## src/rtl/pipe_pkg.sv

```systemverilog
// Shared constants and write-back select encodings for the 8-bit pipeline.
package pipe_pkg;

    localparam int DW = 8;   // datapath width
    localparam int AW = 3;   // register address width
    localparam int CW = 16;  // retired-instruction counter width

    typedef enum logic [1:0] {
        WB_ADD = 2'b00,
        WB_MOV = 2'b01,
        WB_LDI = 2'b10,
        WB_SHL = 2'b11
    } wb_sel_t;

    // True for the selects that produce meaningful Z/C flags.
    function automatic logic sets_flags(input wb_sel_t sel);
        return (sel == WB_ADD) || (sel == WB_SHL);
    endfunction

endpackage

```

## src/rtl/regfile_8x8.sv

```systemverilog
// Architectural register array: one synchronous write port with synchronous
// clear, two asynchronous read ports.
module regfile_8x8 #(
    parameter int DW = 8,
    parameter int AW = 3
) (
    input  logic          clk,
    input  logic          reset,
    input  logic          we,
    input  logic [AW-1:0] waddr,
    input  logic [DW-1:0] wdata,
    input  logic [AW-1:0] raddr1,
    input  logic [AW-1:0] raddr2,
    output logic [DW-1:0] rdata1,
    output logic [DW-1:0] rdata2
);

    localparam int NREGS = 1 << AW;

    logic [DW-1:0] mem [NREGS];

    // NOTE: every entry is cleared on reset, so this array maps to flops rather
    // than a RAM macro; the clear is part of the architectural reset state.
    // NOTE: sequential state uses non-blocking assignments only.
    always_ff @(posedge clk) begin
        if (reset) begin
            for (int i = 0; i < NREGS; i++) begin
                mem[i] <= '0;
            end
        end else if (we) begin
            mem[waddr] <= wdata;
        end
    end

    assign rdata1 = mem[raddr1];
    assign rdata2 = mem[raddr2];

endmodule

```

## src/rtl/wb_regfile.sv

```systemverilog
// Write-back stage: forms the result, commits it to the register file, keeps
// Z/C flags and a retired count, and bypasses the commit to the ID read ports.
module wb_regfile
    import pipe_pkg::*;
#(
    parameter int DW = pipe_pkg::DW,
    parameter int AW = pipe_pkg::AW,
    parameter int CW = pipe_pkg::CW
) (
    input  logic          clk,
    input  logic          reset,
    input  logic [DW-1:0] data_a,
    input  logic [DW-1:0] data_b,
    input  logic [AW-1:0] rdst,
    input  logic [AW-1:0] imm_data,
    input  logic [1:0]    wb_sel,
    input  logic          status,
    input  logic [AW-1:0] rs1_addr,
    input  logic [AW-1:0] rs2_addr,
    output logic [DW-1:0] rs1_data,
    output logic [DW-1:0] rs2_data,
    output logic [DW-1:0] wb_result,
    output logic          flag_z,
    output logic          flag_c,
    output logic [CW-1:0] retired
);

    wb_sel_t       sel;
    logic [DW:0]   sum_w;
    logic [DW:0]   shl_w;
    logic [DW-1:0] res;
    logic          carry;
    logic [DW-1:0] rf_rd1;
    logic [DW-1:0] rf_rd2;

    assign sel   = wb_sel_t'(wb_sel);
    assign sum_w = {1'b0, data_a} + {1'b0, data_b};
    // The extra top bit catches the last bit shifted out; it stays 0 for imm 0.
    assign shl_w = {1'b0, data_a} << imm_data;

    // NOTE: outputs get defaults before the case so no latch is inferred.
    always_comb begin
        res   = '0;
        carry = 1'b0;
        case (sel)
            WB_ADD: begin
                res   = sum_w[DW-1:0];
                carry = sum_w[DW];
            end
            WB_MOV: res = data_a;
            WB_LDI: res = {{(DW-AW){1'b0}}, imm_data};
            WB_SHL: begin
                res   = shl_w[DW-1:0];
                carry = shl_w[DW];
            end
            default: ;
        endcase
    end

    assign wb_result = res;

    regfile_8x8 #(
        .DW(DW),
        .AW(AW)
    ) u_rf (
        .clk    (clk),
        .reset  (reset),
        .we     (status),
        .waddr  (rdst),
        .wdata  (res),
        .raddr1 (rs1_addr),
        .raddr2 (rs2_addr),
        .rdata1 (rf_rd1),
        .rdata2 (rf_rd2)
    );

    always_ff @(posedge clk) begin
        if (reset) begin
            flag_z  <= 1'b0;
            flag_c  <= 1'b0;
            retired <= '0;
        end else if (status) begin
            retired <= retired + CW'(1);
            if (sets_flags(sel)) begin
                flag_z <= (res == '0);
                flag_c <= carry;
            end
        end
    end

    // Same-cycle bypass so decode never sees the pre-commit value.
    assign rs1_data = (status && (rs1_addr == rdst)) ? res : rf_rd1;
    assign rs2_data = (status && (rs2_addr == rdst)) ? res : rf_rd2;

endmodule
```

## config.mk

```make
export PLATFORM = sky130hd
export DESIGN_NAME = wb_regfile
export DESIGN_NICKNAME = d
export VERILOG_FILES = /design/src/rtl/pipe_pkg.sv /design/src/rtl/regfile_8x8.sv /design/src/rtl/wb_regfile.sv
export SDC_FILE = /design/constraint.sdc
export NUM_CORES = 1
export LEC_CHECK = 0
export ABC_AREA = 0
export BUFFER_PORTS_ARGS = -buffer_cell sky130_fd_sc_hd__buf_4
export CORE_ASPECT_RATIO = 1.5
export CORE_UTILIZATION = 25
export DETAILED_ROUTE_END_ITERATION = 10
export PLACE_DENSITY = 0.51
export SYNTH_ARGS = -nofsm -noshare
export SYNTH_HDL_FRONTEND = slang
export SYNTH_SLANG_ARGS = --single-unit
```

## constraint.sdc

```tcl
create_clock -name clk -period 3.53 [get_ports clk]
set_input_delay 0.5295 -clock clk [delete_from_list [all_inputs] [get_ports clk]]
set_output_delay 0.5295 -clock clk [all_outputs]
set_load 0.02 [all_outputs]
```

==> results_dict.tcl, run 1 <==
set metrics [dict create \
    outcome "complete, no violations" \
    synth_edf_count 64 \
    finalSetupViolCount 0 \
    clockRootBuffer "clkbuf_16" \
    yosysWarnings 0 \
    clock_path_buffers 2 \
    drt-initial-drc-count 171 \
    synth_fp_nets 501 \
    syn2layout_area_growth_pct 22.4 \
    worst-path-buf-inv 3 \
    grt_first_pass_wirelength_mm 21.9 \
    diodes 0 \
    maxSlewViolCount 0 \
    final_cells 781 \
    synth_area_leaders "edfxtp_1 (38%), mux4_2 (14%), dfxtp_1 (7.1%), nor2_1 (6.6%), ha_1 (3.5%)" \
    timing.rr.start "retired[3]" \
    place_inst 765 \
    period_share_pct 93.1 \
    h-tree-depth 3 \
    cap_violations 0 \
    grt_antenna_before_repair 0 \
    worst_path_max_delay_cell "fa_1" \
    tns_ps 0 \
    netlist_area_um2 5050 \
    rsz0062_at_grt "false" \
    r2r_end "retired[13]" \
    max_stage_delay_ps 420 \
    start_kind "input pin" \
    io_buffers 74 \
    gr-total-overflow 0 \
    critPathCaptureType "primary output" \
    reg2reg_slack_ps 1760 \
    grt_max_degree 32 \
    synthArstFlopShare_pct 0 \
    core_area_um2 19800 \
    dr.pass1.iters 5 \
    layout-drive-gt1-share_pct 29.6 \
    vdd_drop_max_uv 278 \
    synth_common_cells "nor2_1 (89), edfxtp_1 (64), mux4_2 (32)" \
    grt_usage_pct 13.9 \
    hpwl_mm 10.9 \
    ant_nets 0 \
    synth_cell_types 51 \
    io_pins 75 \
    min-delay-start "flag_c" \
    leakagePower_uw 0.00235 \
    synth.largest_area_cell "edfxtp_1" \
    post-place-ws_ps 147 \
    yosysMostFrequentCell "nor2_1" \
    cts_num_sinks 82 \
    n_fill_cell 2025 \
    syn-instance-count 453 \
    whs_path_depth 2 \
    hp-class "reg -> reg" \
    finalWorstSetupSlack_ps 242 \
    first_global_vias 4060 \
    netlist.area_leader.share_pct 38.0 \
    path_clk_slew_ps 60 \
    critical_path_class "in -> out" \
    post-route-min-period_ps 3290 \
    tightest_slew_ps 577 \
    arrival_ps 2760 \
    worst_slew_margin_rel_pct 61.4 \
    synthFlopType "edfxtp_1" \
    crit_chain "buf_4, ha_1, fa_1, a211oi_2, nor3b_1, o22ai_1, xor2_1, a22o_1, buf_4, o21ai_0, buf_4" \
    start_util_pct 25.5 \
    cts_tree "yes" \
    ys_seq_area_share_pct 45.2 \
    fmax_mhz 304 \
    hold_end "flag_c" \
    worstRegToRegCells 6 \
    finalHoldViolations 0 \
    synth_seq_cells 82 \
    wl_per_cell_um 17.7 \
    postLayoutCoreUtil_pct 31.3 \
    cts_buffers 9 \
    drc_errors 0 \
    via_count 3777 \
    p_per_area_nw_per_um2 433 \
    path_delay_family "compound AO/OA/AOI/OAI gates" \
    die_h_um 176 \
    path_common_cell "buf_4" \
    critPathMaxFanout 11 \
    dieArea_um2 20800 \
    clkLatencyLatePin_ps 340 \
    syn_area_per_cell_um2 11.2 \
    nets 564 \
    required_ps 3000 \
    final.setup_skew_ps 1.54 \
    wl_mm 13.8 \
    postCtsSetupRepairBufs 0 \
    fp.dieW_um 118 \
    globalplace.congestion 0.801 \
    via_per_inst 4.84 \
    row_count 63 \
]
## through the flow
step | hold slack (ps) | power [uW] | instance area, um2
final | 487 | 2680 | 6190
after global routing | 499 | 2790 | 6190
after CTS | 490 | 2710 | 6180
after detailed placement | 476 | 1710 | 5860
after global placement | 483 | 1700 | 5860
after floorplan | 544 | 1490 | 5050
## power breakdown
group	total (uW)	switching, uW	internal [uW]
clock	998	380	618
sequential	1120	25.4	1090
combinational	564	314	250
total	2680	719	1960
## per-layer routing
| metal | vias up | GRT usage [%] | share of wire (%) |
|---|---|---|---|
| li1 | 1798 | - | - |
| met1 | 1868 | 14.4 | 38 |
| met2 | 88 | 27.1 | 56 |
| met3 | 23 | 2.81 | 4.3 |
| met4 | 0 | 5.07 | 2.3 |
| met5 | - | 0 | 0 |
## cell type report
cell class	instances	area, um2	share of cell area (%)
well taps	260	325	5.26
flip-flops and latches	82	2280	36.9
clock inverters	7	93.8	1.52
clock buffers	9	225	3.64
multi-input cells	326	2580	41.6
repair buffers	85	638	10.3
inverters	12	45.0	0.728
## cell usage in the layout, fill, tap and decap left out, types with 2 or more instances in the layout
master | Yosys | routed
nor2_1 | 89 | 89
buf_4 | 3 | 85
edfxtp_1 | 64 | 64
mux4_2 | 32 | 32
nand2_1 | 28 | 28
o21ai_0 | 22 | 21
dfxtp_1 | 18 | 18
mux2_2 | 15 | 15
xor2_1 | 14 | 14
ha_1 | 14 | 14
a21oi_1 | 13 | 13
inv_1 | 11 | 11
mux2i_1 | 11 | 11
nand3_1 | 11 | 11
nand2b_1 | 10 | 10
xnor2_1 | 9 | 9
clkbuf_16 | 0 | 9
nand4_1 | 8 | 8
a221oi_1 | 5 | 5
o211ai_1 | 4 | 4
or3_1 | 4 | 4
and3_1 | 4 | 4
nor2b_1 | 3 | 3
a21o_1 | 2 | 2
a211oi_1 | 3 | 2
nor3b_1 | 2 | 2
nor3_1 | 2 | 2
and4_1 | 2 | 2
clkinv_4 | 0 | 2
bufinv_16 | 0 | 2
## worst register-to-register path, delay by kind of cell (launching register included)
family | cells | cell delay, ps
XOR/XNOR | 1 | 150
AND/OR/NAND/NOR | 5 | 1050
flip-flops | 1 | 450
## worst max-delay path by stage
stage	startpoint	endpoint	slack [ps]	cells after the start
6_report	data_a[0]	rs1_data[6]	240	11
5_1_grt	data_a[0]	rs2_data[6]	60	11
4_1_cts	data_a[0]	rs2_data[6]	130	11
3_5_place_dp	data_a[0]	rs2_data[6]	150	11
3_3_place_gp	data_a[0]	rs1_data[6]	180	11
2_1_floorplan	data_a[0]	rs1_data[6]	400	9
## flip-flops by register name, summed over array words and instances (netlist names)
name,count
flag_z,1
flag_c,1
retired,16
u_rf.mem,64
## kinds of logic after synthesis
group / share of synthesized area, %
buffers and inverters: 3.96
AND/OR/NAND/NOR: 15.0
XOR/XNOR: 3.99
AO/OA/AOI/OAI: 8.24
adder cells (fa/ha/maj): 3.86
flip-flops: 45.2
multiplexers: 19.8
## timing repair
action                                  CTS  global route
hold buffers                              0             0
endpoints found under the setup margin    0             2
resized for setup                         0             1
Power figures use the tool's default switching activity.
==> run 2: changes to the inputs <==
- CTS_BUF_LIST: unset -> sky130_fd_sc_hd__clkbuf_8
==> run 2 against run 1 <==
Critical path depth did not move. Core utilization down 0.51 points. Setup slack better by 2.3 ps. Clock power fell by 25%. Cell count unchanged. Routed wire length is 0.42% higher.
==> results_dict.tcl, run 2 (synthesis gave the netlist of run 1 again) <==
set metrics [dict create \
    finalSetupViolCount 0 \
    hpwl_mm 10.9 \
    drt-initial-drc-count 156 \
    tightest_slew_ps 575 \
    worstRegToRegCells 6 \
    power_frac_clock_pct 30.9 \
    tns_ps 0 \
    dieArea_um2 20800 \
    vdd_drop_max_uv 245 \
    final_common_cell "nor2_1" \
    final.setup_skew_ps 3.95 \
    switchingPower_uw 695 \
    use_met1_pct 14.4 \
    leakagePower_uw 0.00231 \
    grt_max_degree 32 \
    die_h_um 176 \
    p_int_uw 1740 \
    worst_path_max_delay_cell "fa_1" \
    worst_hold_slack_ps 489 \
    drc_errors 0 \
    required_ps 3000 \
    layout-drive-gt1-share_pct 29.6 \
    worst_slew_margin_rel_pct 61.5 \
    timing.rr.start "retired[3]" \
    start_kind "input pin" \
    p_per_area_nw_per_um2 400 \
    globalplace.congestion 0.801 \
    cap_violations 0 \
    fp.dieW_um 118 \
    total_power_uw 2430 \
    cp-startpoint "data_a[0]" \
    clockRootBuffer "clkbuf_8" \
    fmax_mhz 304 \
    syn2layout_area_growth_pct 20.4 \
    post-route-min-period_ps 3290 \
    top_register "u_rf.mem" \
    wl_per_cell_um 17.8 \
    ant_nets 0 \
    final_cell_mix "nor2_1 (89), buf_4 (85), edfxtp_1 (64), mux4_2 (32), nand2_1 (28)" \
    largest_reg_flops 64 \
    max_stage_delay_ps 420 \
    switching_share_pct 28.6 \
    maxSlewViolCount 0 \
    core_area_um2 19800 \
    reg.largest.list "u_rf.mem x64, retired x16" \
    p_seq_share_pct 45.9 \
    busiest_layer "met2" \
    outcome "complete, no violations" \
    diodes 0 \
    finalInstanceArea_um2 6080 \
    arrival_ps 2760 \
    clkLatencyLatePin_ps 360 \
    via_count 3798 \
    gr-total-overflow 0 \
    crit_end "rs2_data[6]" \
    path_common_cell "buf_4" \
    wl_mm 13.9 \
    grt_first_pass_wirelength_mm 21.9 \
    critPathMaxFanout 11 \
    nets 564 \
    r2r_end "retired[13]" \
    path_clk_slew_ps 80 \
    via_per_inst 4.86 \
    cts-resized-gates 0 \
    cts_tree "yes" \
    p_comb_share_pct 23.2 \
    critical_path_class "in -> out" \
    crit_chain "buf_4, ha_1, fa_1, a211oi_2, nor3b_1, o22ai_1, xor2_1, a22o_1, buf_4, o21ai_0, buf_4" \
    reg2reg_slack_ps 1760 \
    io_buffers 74 \
    dr.pass1.iters 4 \
    postCtsSetupRepairBufs 0 \
    h-tree-depth 3 \
    cts_num_sinks 82 \
    first_global_vias 4063 \
    cts_hold_buf 0 \
    io_pins 75 \
    met3_usage_pct 2.52 \
    grt_util_met2_pct 27.2 \
    period_share_pct 93.1 \
    post_dp_cell_area_um2 5860 \
    hp-class "reg -> reg" \
    clock_path_buffers 2 \
    cts_buffers 9 \
    critPathCaptureType "primary output" \
    grt_antenna_before_repair 0 \
    finalHoldViolations 0 \
    start_util_pct 25.5 \
    grt_usage_pct 13.8 \
    rsz0062_at_grt "false" \
    row_count 63 \
]
run 2: cell counts in the layout (fill, tap and decap cells not counted):
No cell type changed its count.
run 2: routing by layer:
metal	vias to the layer above	wire, um
li1	1792	-
met1	1894	5310
met2	94	7760
met3	18	505
met4	0	295
met5	-	0
run 2: through the flow:
stage	util (%)	instances	setup slack, ps
6_report	30.8	781	245
5_1_grt	30.8	781	69.1
4_1_cts	30.7	781	135
3_5_place_dp	29.6	765	147
3_3_place_gp	29.6	765	178
2_1_floorplan	-	453	396
run 2: power groups by stage:
stage / clock network [uW] / registers, uW / logic [uW]
floorplan: 0 / 1130 / 358
global placement: 0 / 1130 / 564
detailed placement: 0 / 1140 / 569
CTS: 771 / 1120 / 571
global route: 808 / 1120 / 613
finish: 751 / 1120 / 565
run 2: worst min path at each step:
stage,startpoint,endpoint,slack (ps),cells past startpoint
after floorplan,flag_c,flag_c,540,2
after global placement,flag_c,flag_c,480,2
after detailed placement,flag_c,flag_c,480,2
after CTS,flag_c,flag_c,490,2
after global routing,flag_c,flag_c,500,2
final,flag_c,flag_c,490,2
run 2: critical path: cells and delay by family:
kind            cells  cell delay (ps)
xor+xnor            1              100
compound gates      4              870
buf+inv             3              500
simple gates        1               90
fa+ha+maj           2              660
run 2: area by class of cell:
| type | instances | area [um2] |
|---|---|---|
| clock buffer | 9 | 124 |
| inverter | 12 | 45.0 |
| tap | 260 | 325 |
| clock inverter | 7 | 93.8 |
| multi-input combinational | 326 | 2580 |
| fill | 2031 | 13700 |
| sequential | 82 | 2280 |
| timing repair buffer | 85 | 638 |
==> run 3: changes to the inputs <==
- CELL_PAD_IN_SITES_DETAIL_PLACEMENT: unset -> 1
- CELL_PAD_IN_SITES_GLOBAL_PLACEMENT: unset -> 2
- GPL_TIMING_DRIVEN: unset -> 0
- PLACE_DENSITY: 0.51 -> 0.67
==> run 3 against run 2 <==
First-iteration DRC count shrank 8.3%. Global-route usage up 1.9 points. Non-clock buffer count grew 11. Critical path depth is the same. Largest power group unchanged. Highest routed layer unchanged. Total power is 2.9% higher. Via count about the same. Critical endpoint is now rs1_data[6]. Largest cell class unchanged. Die area did not move. Fmax fell by 2.4%.
==> results_dict.tcl, run 3 (synthesis gave the netlist of run 1 again) <==
set metrics [dict create \
    ff_latch_area_um2 2280 \
    multi_input_area_um2 2580 \
    switchingPower_uw 755 \
    switching_share_pct 30.2 \
    path_clk_slew_ps 90 \
    power_frac_clock_pct 32.3 \
    final_cell_mix "nor2_1 (89), buf_4 (66), edfxtp_1 (64), mux4_2 (32), nand2_1 (28)" \
    top_register "u_rf.mem" \
    drt-initial-drc-count 143 \
    grt_max_degree 17 \
    gr-total-overflow 0 \
    cap_violations 0 \
    maxSlewViolCount 0 \
    total_power_uw 2500 \
    clkLatencyLatePin_ps 370 \
    drc_errors 0 \
    dr.pass1.iters 4 \
    period_share_pct 95.4 \
    critical_path_class "in -> out" \
    outcome "complete, no violations" \
    syn2layout_area_growth_pct 20.6 \
    finalHoldViolations 0 \
    io_buffers 63 \
    hp-class "reg -> reg" \
    first_global_vias 4243 \
    fmax_mhz 297 \
    largest_reg_flops 64 \
    cts_hold_buf 0 \
    die_h_um 176 \
    grt_antenna_before_repair 0 \
    core_area_um2 19800 \
    tns_ps 0 \
    tightest_slew_ps 711 \
    final_common_cell "nor2_1" \
    layout-drive-gt1-share_pct 28.2 \
    hpwl_mm 11.9 \
    io_pins 75 \
    final_cells 792 \
    vdd_drop_max_uv 220 \
    place_inst 776 \
    p_int_uw 1750 \
    finalSetupViolCount 0 \
    row_count 63 \
    critPathMaxFanout 10 \
    p_comb_share_pct 23.1 \
    grt_usage_pct 15.8 \
    clock_path_buffers 2 \
    cts_tree "yes" \
    rsz0062_at_grt "false" \
    post-place-ws_ps 25.9 \
    dieArea_um2 20800 \
    worst_hold_slack_ps 493 \
    wl_mm 15.7 \
    grt_first_pass_wirelength_mm 24.1 \
    nets 575 \
    leakagePower_uw 0.00230 \
    p_seq_share_pct 44.6 \
    ant_nets 0 \
    finalWorstSetupSlack_ps 163 \
    globalplace.congestion 0.828 \
    worst_slew_margin_rel_pct 52.6 \
    post-route-min-period_ps 3370 \
    reg.largest.list "u_rf.mem x64, retired x16" \
    critPathCaptureType "primary output" \
    cts_num_sinks 82 \
    wl_per_cell_um 19.8 \
    start_kind "input pin" \
    required_ps 3000 \
    final.setup_skew_ps 4.98 \
    arrival_ps 2840 \
    fp.dieW_um 118 \
    via_per_inst 4.80 \
    cts_buffers 9 \
    postCtsSetupRepairBufs 0 \
    start_util_pct 25.5 \
    via_count 3799 \
    p_per_area_nw_per_um2 410 \
    diodes 0 \
    n_fill_cell 2218 \
    clockRootBuffer "clkbuf_8" \
    h-tree-depth 3 \
]
-- run 3: cell types whose count changed in the layout (fill, tap and decap cells not counted), sizes merged --
cell	delta
buf	-7
clkbuf	+18
inv	+4
clkinv	-4
-- run 3: power by group through the flow --
stage          registers [uW]  clock network, uW  logic, uW
3_3_place_gp             1130                  0        578
3_5_place_dp             1140                  0        585
4_1_cts                  1120                825        587
5_1_grt                  1120                857        623
2_1_floorplan            1130                  0        358
6_report                 1120                809        577
-- run 3: repair_timing --
item / CTS / global route
endpoints found under the hold margin: 0 / 0
setup endpoints to repair: 0 / 7
gates resized for setup: 0 / 8
-- run 3: final timing paths --
path         depth (start not counted)  slack [ps]           to  startpoint
max reg2reg                          6        1740  retired[13]  retired[3]
min reg2reg                          2         490       flag_c      flag_c
min                                  2         490       flag_c      flag_c
max                                 11         160  rs1_data[6]   data_a[0]
-- run 3: through the flow --
step,area (um2),util [%]
final,6090,30.8
after global routing,6090,30.8
after CTS,6080,30.7
after detailed placement,5850,29.6
after global placement,5850,29.6
after floorplan,5050,-
-- run 3: routing by layer --
metal | GRT usage (%) | wire length, um | share of wire (%)
met4 | 6.20 | 425 | 2.7
met5 | 0 | 0 | 0
met3 | 3.26 | 656 | 4.2
met1 | 15.8 | 5810 | 37
met2 | 31.2 | 8800 | 56
-- run 3: layout make-up --
class | instances | share of cell area, %
clock buffers | 9 | 2.03
inverters | 12 | 0.739
clock inverters | 7 | 1.77
flip-flops and latches | 82 | 37.4
multi-input cells | 326 | 42.3
repair buffers | 63 | 7.76
well taps | 260 | 5.34
plain buffers | 33 | 2.65
-- run 3: worst max-delay path, cell delays in order --
cell	delay, ps
buf_4	130
ha_1	230
fa_1	420
a211oi_2	230
nor3b_1	90
o22ai_1	230
xor2_1	180
a22o_1	240
clkbuf_4	260
o21ai_0	120
buf_4	180
